$ cat src/rtl/bus_pkg.sv
// Shared bus definitions for the Wishbone master arbiter and its neighbours.
// Contents: arbiter state encoding, size-code constants, the data word returned on
// an error completion, and the system address map.
package bus_pkg;

    typedef enum logic {
        StIdle    = 1'b0,
        StWaitAck = 1'b1
    } arb_state_e;

    // Size codes carried on the *_sel lines
    localparam logic [2:0] SEL_B  = 3'b000;
    localparam logic [2:0] SEL_H  = 3'b001;
    localparam logic [2:0] SEL_W  = 3'b010;
    localparam logic [2:0] SEL_BU = 3'b100;
    localparam logic [2:0] SEL_HU = 3'b101;

    localparam logic [31:0] BUS_ERR_DATA = 32'hFFFF_FFFF;

    // Address map
    localparam logic [31:0] RAM_BASE = 32'h0000_0000;
    localparam logic [31:0] RAM_SIZE = 32'h0001_0000;
    localparam logic [31:0] IO_BASE  = 32'hFFFF_FFF0;

endpackage

$ cat src/rtl/arb_rr2.sv
// Combinational two-requester picker.
// Ports:
//   i_req[1:0]    - request lines (bit 0 = M0, bit 1 = M1)
//   i_last_grant  - index of the previous winner
//   i_rr_en       - 1: alternate on contention, 0: M0 always wins
//   o_grant       - index of the winner (0 when nobody requests)
module arb_rr2 (
    input  logic [1:0] i_req,
    input  logic       i_last_grant,
    input  logic       i_rr_en,
    output logic       o_grant
);

    always_comb begin
        case (i_req)
            2'b10:   o_grant = 1'b1;
            // On contention M1 only wins when alternating and M0 went last
            2'b11:   o_grant = i_rr_en & ~i_last_grant;
            default: o_grant = 1'b0;
        endcase
    end

endmodule

$ cat src/rtl/wb_master_arbiter.sv
// Two-master Wishbone arbiter: merges the data port (M0) and instruction-fetch port (M1)
// onto one bus master interface, one transaction outstanding at a time, with a bounded
// wait that completes hung transactions with an error.
// Ports:
//   i_clk, i_reset_n                 - clock, asynchronous active-low reset
//   i_mX_stb/we/addr/data/sel        - master X request
//   o_mX_data/ack/err/stall          - master X response
//   o_wb_stb/we/addr/data/sel        - bus request
//   i_wb_data/ack/stall              - bus response
module wb_master_arbiter
    import bus_pkg::*;
#(
    parameter int unsigned ROUND_ROBIN    = 1,
    parameter int unsigned TIMEOUT_CYCLES = 255
) (
    input  logic        i_clk,
    input  logic        i_reset_n,
    input  logic        i_m0_stb,
    input  logic        i_m0_we,
    input  logic [31:0] i_m0_addr,
    input  logic [31:0] i_m0_data,
    input  logic [2:0]  i_m0_sel,
    output logic [31:0] o_m0_data,
    output logic        o_m0_ack,
    output logic        o_m0_err,
    output logic        o_m0_stall,
    input  logic        i_m1_stb,
    input  logic        i_m1_we,
    input  logic [31:0] i_m1_addr,
    input  logic [31:0] i_m1_data,
    input  logic [2:0]  i_m1_sel,
    output logic [31:0] o_m1_data,
    output logic        o_m1_ack,
    output logic        o_m1_err,
    output logic        o_m1_stall,
    output logic        o_wb_stb,
    output logic        o_wb_we,
    output logic [31:0] o_wb_addr,
    output logic [31:0] o_wb_data,
    output logic [2:0]  o_wb_sel,
    input  logic [31:0] i_wb_data,
    input  logic        i_wb_ack,
    input  logic        i_wb_stall
);

    localparam int unsigned CNT_W = $clog2(TIMEOUT_CYCLES + 1);
    // The counter starts at 0 in the first WAIT_ACK cycle, so the last allowed
    // wait cycle is the one where it reads TIMEOUT_CYCLES-1.
    localparam logic [CNT_W-1:0] CNT_LAST = CNT_W'(TIMEOUT_CYCLES - 1);

    arb_state_e       r_state;
    logic             r_owner;
    logic             r_last_grant;
    logic             r_we;
    logic [31:0]      r_addr;
    logic [31:0]      r_data;
    logic [2:0]       r_sel;
    logic [CNT_W-1:0] r_cnt;

    logic w_grant;
    logic w_idle;
    logic w_wait;
    logic w_gnt_stb;
    logic w_accept;
    logic w_timeout;
    logic w_done_ok;
    logic w_done_err;
    logic w_tgt;

    arb_rr2 u_arb (
        .i_req        ({i_m1_stb, i_m0_stb}),
        .i_last_grant (r_last_grant),
        .i_rr_en      (ROUND_ROBIN != 0),
        .o_grant      (w_grant)
    );

    // Gating with i_reset_n makes outputs take reset values without a clock edge
    assign w_idle     = i_reset_n & (r_state == StIdle);
    assign w_wait     = i_reset_n & (r_state == StWaitAck);
    assign w_gnt_stb  = w_grant ? i_m1_stb : i_m0_stb;
    assign w_accept   = w_idle & w_gnt_stb & ~i_wb_stall;
    // Ack takes priority over a coinciding timeout
    assign w_timeout  = w_wait & ~i_wb_ack & (r_cnt == CNT_LAST);
    assign w_done_ok  = (w_accept | w_wait) & i_wb_ack;
    assign w_done_err = w_timeout;
    assign w_tgt      = w_idle ? w_grant : r_owner;

    always_comb begin
        o_wb_stb = w_idle & w_gnt_stb;
        if (w_idle) begin
            o_wb_we   = w_grant ? i_m1_we   : i_m0_we;
            o_wb_addr = w_grant ? i_m1_addr : i_m0_addr;
            o_wb_data = w_grant ? i_m1_data : i_m0_data;
            o_wb_sel  = w_grant ? i_m1_sel  : i_m0_sel;
        end else begin
            o_wb_we   = r_we;
            o_wb_addr = r_addr;
            o_wb_data = r_data;
            o_wb_sel  = r_sel;
        end
    end

    always_comb begin
        o_m0_ack   = (w_done_ok | w_done_err) & ~w_tgt;
        o_m1_ack   = (w_done_ok | w_done_err) & w_tgt;
        o_m0_err   = w_done_err & ~w_tgt;
        o_m1_err   = w_done_err & w_tgt;
        o_m0_data  = 32'h0;
        o_m1_data  = 32'h0;
        if (o_m0_ack) o_m0_data = w_done_err ? BUS_ERR_DATA : i_wb_data;
        if (o_m1_ack) o_m1_data = w_done_err ? BUS_ERR_DATA : i_wb_data;
        o_m0_stall = (w_idle & ~w_grant) ? i_wb_stall : 1'b1;
        o_m1_stall = (w_idle & w_grant)  ? i_wb_stall : 1'b1;
    end

    always_ff @(posedge i_clk or negedge i_reset_n) begin
        if (!i_reset_n) begin
            r_state      <= StIdle;
            r_owner      <= 1'b0;
            r_last_grant <= 1'b1;
            r_we         <= 1'b0;
            r_addr       <= 32'h0;
            r_data       <= 32'h0;
            r_sel        <= 3'b000;
            r_cnt        <= '0;
        end else begin
            case (r_state)
                StIdle: begin
                    if (w_accept) begin
                        r_owner      <= w_grant;
                        r_last_grant <= w_grant;
                        r_we         <= o_wb_we;
                        r_addr       <= o_wb_addr;
                        r_data       <= o_wb_data;
                        r_sel        <= o_wb_sel;
                        r_cnt        <= '0;
                        if (!i_wb_ack) r_state <= StWaitAck;
                    end
                end
                StWaitAck: begin
                    if (i_wb_ack || w_timeout) begin
                        r_state <= StIdle;
                    end else begin
                        r_cnt <= r_cnt + CNT_W'(1);
                    end
                end
                default: r_state <= StIdle;
            endcase
        end
    end

endmodule
$ cat config.mk
export PLATFORM = sky130hd
export DESIGN_NAME = wb_master_arbiter
export DESIGN_NICKNAME = d
export VERILOG_FILES = /design/src/rtl/bus_pkg.sv /design/src/rtl/arb_rr2.sv /design/src/rtl/wb_master_arbiter.sv
export SDC_FILE = /design/constraint.sdc
export NUM_CORES = 1
export LEC_CHECK = 0
export CORE_MARGIN = 2
export CORE_UTILIZATION = 34
export CTS_CLUSTER_DIAMETER = 50
export DETAILED_ROUTE_END_ITERATION = 10
export PLACE_DENSITY = 0.78
export SKIP_LAST_GASP = 1
export SYNTH_ARGS = -nofsm -noshare
export SYNTH_HDL_FRONTEND = slang
export SYNTH_SLANG_ARGS = --single-unit
$ cat constraint.sdc
create_clock -name i_clk -period 2 [get_ports i_clk]
set_clock_uncertainty 0.15 [all_clocks]
set_input_delay 0.4 -clock i_clk [delete_from_list [all_inputs] [get_ports i_clk]]
set_output_delay 0.4 -clock i_clk [all_outputs]
set_load 0.05 [all_outputs]
# Yosys cells after proc, flatten, opt, wreduce, memory -nomap -nowiden
# Cells that the tools add are included.
[totals] regBits=79 inputBits=174 out_inout_bits=139 wordCells=61
[op_classes] n_addsub=1 n_eq_ne=5 muxes=23 n_bitwise=21 reduce_logical=3
[ops] op="32-bit 2-to-1 mux" n=7
[ops] op="8-bit 2-to-1 mux" n=2
[ops] op="8-bit one-hot mux with 2 select lines" n=1
[ops] op="1-bit AND" n=13
[ops] op="1-bit 2-to-1 mux" n=9
[ops] op="8-bit by 1-bit adder with 8-bit output, second input constant" n=1
[ops] op="8-bit equality test, second input constant" n=1
[ops] op="3-bit 2-to-1 mux" n=2
[ops] op="1-bit NOT" n=6
[ops] op="2-bit equality test, second input constant" n=2
[ops] op="2-bit != test, second input constant" n=2
[ops] op="1-bit one-hot mux with 2 select lines" n=2
[ops] op="2-bit AND reduction" n=2
[ops] op="1-bit OR" n=2
[ops] op="1-bit logical OR" n=1

# Depth between registers and ports, before layout
[logic_depth] word_depth=10 mapped_depth=8 depth_no_buf=6

# Modules after synthesis
# Synthesis repeated with hierarchy kept, for this count alone.
[unflattened] cells_unflattened=523 hier_area_um2=5255.0
[modules_own_cells] module="wb_master_arbiter" instances=1 cells_each=521 area_each_um2=5241.3 seq_area_each_um2=1978.1
[modules_own_cells] module="arb_rr2" instances=1 cells_each=2 area_each_um2=13.8 seq_area_each_um2=0.0

# Worst setup path before layout
# OpenSTA, ideal clock, no wires.
[synth_path] path_type="input to output" startpoint="input port i_m1_stb" endpoint="output port o_wb_addr[0]" arrival_time_ns=2.179 slack_ns=-0.729 path_stages=5 n_path_buf=2 cell_sequence="a21boi_1 > buf_2 > buf_2 > mux2i_1 > o21ai_0"
[synth_via] elab_chain_len=4 elab_cells_between_ends=5 classes_between="2 x eq/ne; 3 x mux"
[synth_rtl] element="start, declared" line_no="wb_master_arbiter.sv:27" source="input logic i_m1_stb,"
[synth_rtl] element="2-bit equality test" line_no="arb_rr2.sv:15" source="case (i_req)"
[synth_rtl] element="1-bit one-hot mux with 2 select lines (*)" line_no="arb_rr2.sv:15"
[synth_rtl] element="32-bit 2-to-1 mux (*)" line_no="wb_master_arbiter.sv:92" source="o_wb_addr = w_grant ? i_m1_addr : i_m0_addr;"
[synth_rtl] element="32-bit 2-to-1 mux (*)" line_no="wb_master_arbiter.sv:90" source="if (w_idle) begin"
[synth_rtl] element="end, declared" line_no="wb_master_arbiter.sv:38" source="output logic [31:0] o_wb_addr,"
# Every way passes the cells marked *; elsewhere a longest branch is shown, timed or not.

# Worst setup path in the final report
[layout_path] startpoint="input port i_m1_stb" endpoint="output port o_m1_data[16]"
[layout_via] elab_chain_len=10 elab_cells_between_ends=12 classes_between="2 x eq/ne; 4 x mux; 6 x bitwise"
[layout_rtl] element="2-bit equality test" line_no="arb_rr2.sv:15"
[layout_rtl] element="1-bit one-hot mux with 2 select lines" line_no="arb_rr2.sv:15"
[layout_rtl] element="1-bit 2-to-1 mux" line_no="wb_master_arbiter.sv:80" source="assign w_gnt_stb = w_grant ? i_m1_stb : i_m0_stb;"
[layout_rtl] element="1-bit AND (2 in series)" line_no="wb_master_arbiter.sv:81" source="assign w_accept = w_idle & w_gnt_stb & ~i_wb_stall;"
[layout_rtl] element="1-bit OR" line_no="wb_master_arbiter.sv:84" source="assign w_done_ok = (w_accept | w_wait) & i_wb_ack;"
[layout_rtl] element="1-bit AND" line_no="wb_master_arbiter.sv:84"
[layout_rtl] element="1-bit OR" line_no="wb_master_arbiter.sv:105" source="o_m1_ack = (w_done_ok | w_done_err) & w_tgt;"
[layout_rtl] element="1-bit AND (*)" line_no="wb_master_arbiter.sv:105"
[layout_rtl] element="32-bit 2-to-1 mux (*)" line_no="wb_master_arbiter.sv:111" source="if (o_m1_ack) o_m1_data = w_done_err ? BUS_ERR_DATA : i_wb_data;"
[layout_rtl] element="end, declared" line_no="wb_master_arbiter.sv:32" source="output logic [31:0] o_m1_data,"
# Marked as above.

==> key figures <==
Power and ir drop
  • Peak VDD IR: 530 uV
  • Pwr Density: 657 nW/um^2
  • Static Leakage: 0.00519 uW

Logic synthesis
  • Area leader, netlist: dfrtp_1
  • Syn Area/Cell: 8.41 sq um
  • YS warnings: 0
  • Seq/Total Area, Yosys: 0.393
  • Synthesis-stage register bit count: 79
  • Count leader, synth: nand2_1
  • Synth area leaders: dfrtp_1, o21ai_0, mux2i_1
  • Yosys top cell area share: 0.387
  • Async set-reset flop share out of synthesis: 1.00
  • Post-synth cell types: 40
  • Main synth FF type: dfrtp_1
  • Post-synth EDFFs: 0
  • Syn Nets: 775
  • Synth cell count leaders: nand2_1, o21ai_0, dfrtp_1
  • Netlist Area Pre-Place: 5040 sq um
  • Synth Instances: 599

Clocking
  • CTS HTree Levels: 3
  • CTS buffer count: 9
  • Maximum clock path buffer count: 2
  • Clock sinks: 79
  • CTS tree: done
  • Clock transition at path regs: 60 ps
  • Root Buffer: clkbuf_16
  • Clock Latency Late Sink: 340 ps

Global routing
  • Largest net degree at the start of global routing: 47
  • Global-route wire length before repair: 35.2 mm
  • Gr ovfl total: 0
  • Antenna violations before repair: 1
  • Gr usage total: 0.281
  • Vias in the first global route: 6475

Critical path
  • Kind of critical path: in2out
  • Most frequent CP cell: buf_12
  • Slowest library cell on the worst path: dlygate4sd2_1
  • WP buf/inv: 6
  • Register-to-register setup slack: 70 ps
  • CP Data Arrival Time: 2100 ps
  • Setup crit start kind: input port
  • Worst Setup End Kind: output port
  • Req. time, crit path: 1450 ps
  • Crit path cell chain: dlygate4sd2_1 -> buf_6 -> o21ba_2 -> o211ai_1 -> buf_4 -> a21oi_4 -> buf_12 -> clkbuf_16 -> o21a_4 -> buf_12
  • Slowest cell delay on critical path: 290 ps
  • Worst path top cell family by delay: buffers and inverters
  • Max Fanout on Critical Path: 8

Place
  • Placed Area: 10900 sq um
  • Post-DP HPWL: 15.6 mm
  • Port-buffer cells: 312
  • Final GP Congestion: 0.816
  • Dpl ws: -849 ps

Die
  • Die area: 15800 sq um
  • # IOs: 313
  • Initial Util: 0.347
  • Row cnt: 44
  • Die height: 126 um
  • Die width: 126 um
  • Core Area: 14500 sq um

Route
  • Iteration-0 DRC Markers: 390
  • Drt drc: 0
  • DR pass1 iterations: 8
  • Via count: 6546
  • Vias/cell: 5.59
  • Wire length per cell: 23.7 um
  • Routed wire length: 27.7 mm
  • Post-DRT Antenna Nets: 0

Timing
  • Final Max Tran Viols: 0
  • Hold Fails Final Rpt: 0
  • Setup violators final: 139
  • Rel. slew slack: 0.596
  • Tmin final: 2650 ps
  • Fin worst setup slack: -655 ps
  • Hold slack final: 93.3 ps
  • Period utilization: 1.33
  • Max Fclk: 377 MHz
  • Setup tns final: -77250 ps
  • Worst slew pin tran: 606 ps
  • Setup repair after global routing missed its margin: yes

Status
  • Failing checks: setup timing
  • Status: finished with violations

Final layout
  • Fraction of layout cells with a size suffix above 1: 0.495
  • Cell area after layout: 12700 sq um
  • Area grow syn2layout: 152%
  • Finished Core Util: 0.875
  • Fin nets: 1156

Worst hold path
  • Worst min-delay path class: in2async

Job
  • Max cap viols: 0
final cells by class:
| type | count | area, sq um |
|---|---|---|
| Inverter | 1 | 3.75 |
| Clock inverter | 5 | 56.3 |
| Multi-Input combinational cell | 466 | 4360 |
| Timing Repair Buffer | 423 | 5830 |
| Antenna cell | 1 | 2.50 |
| Clock buffer | 11 | 253 |
| Fill cell | 621 | 1820 |
| Tap cell | 184 | 230 |
| Sequential cell | 79 | 1980 |
layer usage:
metal	part of all wire	routed length, um	track usage	up-vias
met1	0.34	9380	0.310	3186
met3	0.078	2160	0.0739	96
met4	0.048	1320	0.0847	0
met5	0	0	0	-
li1	-	-	-	2866
met2	0.54	14800	0.527	398
cell families after synthesis:
logic type	synth area share
simple gates	0.147
mux	0.142
compound gates	0.261
flops	0.393
fa+ha+maj	0.00496
buf+inv	0.0529
final timing paths:
| path | startpoint | end | cells after the start |
|---|---|---|---|
| setup / recovery | i_m1_stb | o_m1_data[16] | 10 |
| hold / removal | i_reset_n | r_data[26]$_DFFE_PN0P_ | 2 |
| setup reg to reg | r_state$_DFF_PN0_ | r_addr[12]$_DFFE_PN0P_ | 7 |
| hold reg to reg | r_data[11]$_DFFE_PN0P_ | r_data[11]$_DFFE_PN0P_ | 2 |
| max in group asynchronous | i_reset_n | r_cnt[7]$_DFFE_PN0P_ | 3 |
| min in group i_clk | r_data[11]$_DFFE_PN0P_ | r_data[11]$_DFFE_PN0P_ | 2 |
report_power, final:
group / internal [uW] / leakage, uW / switching, uW
combinational: 2130 / 0.00405 / 2400
sequential: 1890 / 0.000991 / 199
clock: 1030 / 0.000152 / 700
total: 5050 / 0.00519 / 3300
worst register-to-register path, stage by stage, from the launching register on:
cell and delay (ps):
dfrtp_2 400, buf_4 180, nor3b_2 210, buf_4 200, o21ai_4 100, buf_4 260
nand2_1 170, o21ai_0 140
per-stage QoR:
step / power, uW / std cells
6_report: 8350 / 1170
4_1_cts: 7900 / 1158
2_1_floorplan: 3960 / 599
5_1_grt: 8620 / 1170
3_3_place_gp: 5680 / 1121
3_5_place_dp: 5770 / 1121
cell usage in the layout (no fill, tap or decap), types with 3 or more instances in the layout:
cell type | netlist | layout
dfrtp_1 | 78 | 77
o21ai_0 | 139 | 71
nand2_1 | 145 | 141
o21ai_2 | 1 | 39
nand3_1 | 6 | 5
clkdlybuf4s50_1 | 0 | 169
buf_12 | 0 | 135
buf_6 | 2 | 26
mux2i_1 | 68 | 5
o21ai_4 | 0 | 30
nor3_1 | 5 | 4
buf_4 | 6 | 54
o21a_4 | 0 | 64
clkbuf_16 | 0 | 18
mux2i_4 | 1 | 34
and3_1 | 4 | 4
mux2i_2 | 0 | 30
nand2b_4 | 2 | 3
buf_16 | 0 | 4
buf_8 | 0 | 20
nor2_1 | 7 | 5
registers in the layout (all words and copies together) (netlist names):
name / count
r_addr: 32
r_cnt: 8
r_data: 32
r_last_grant: 1
r_owner: 1
r_sel: 3
r_state: 1
r_we: 1
what timing repair did:
action,4_1_cts,5_1_grt
resized for setup,175,106
cloned,6,10
pin swaps,16,34
buffers inserted,16,29
endpoints found under the hold margin,4,0
hold buffers,1,0
setup endpoints to repair,142,139
(Power assumes the default switching activity.)
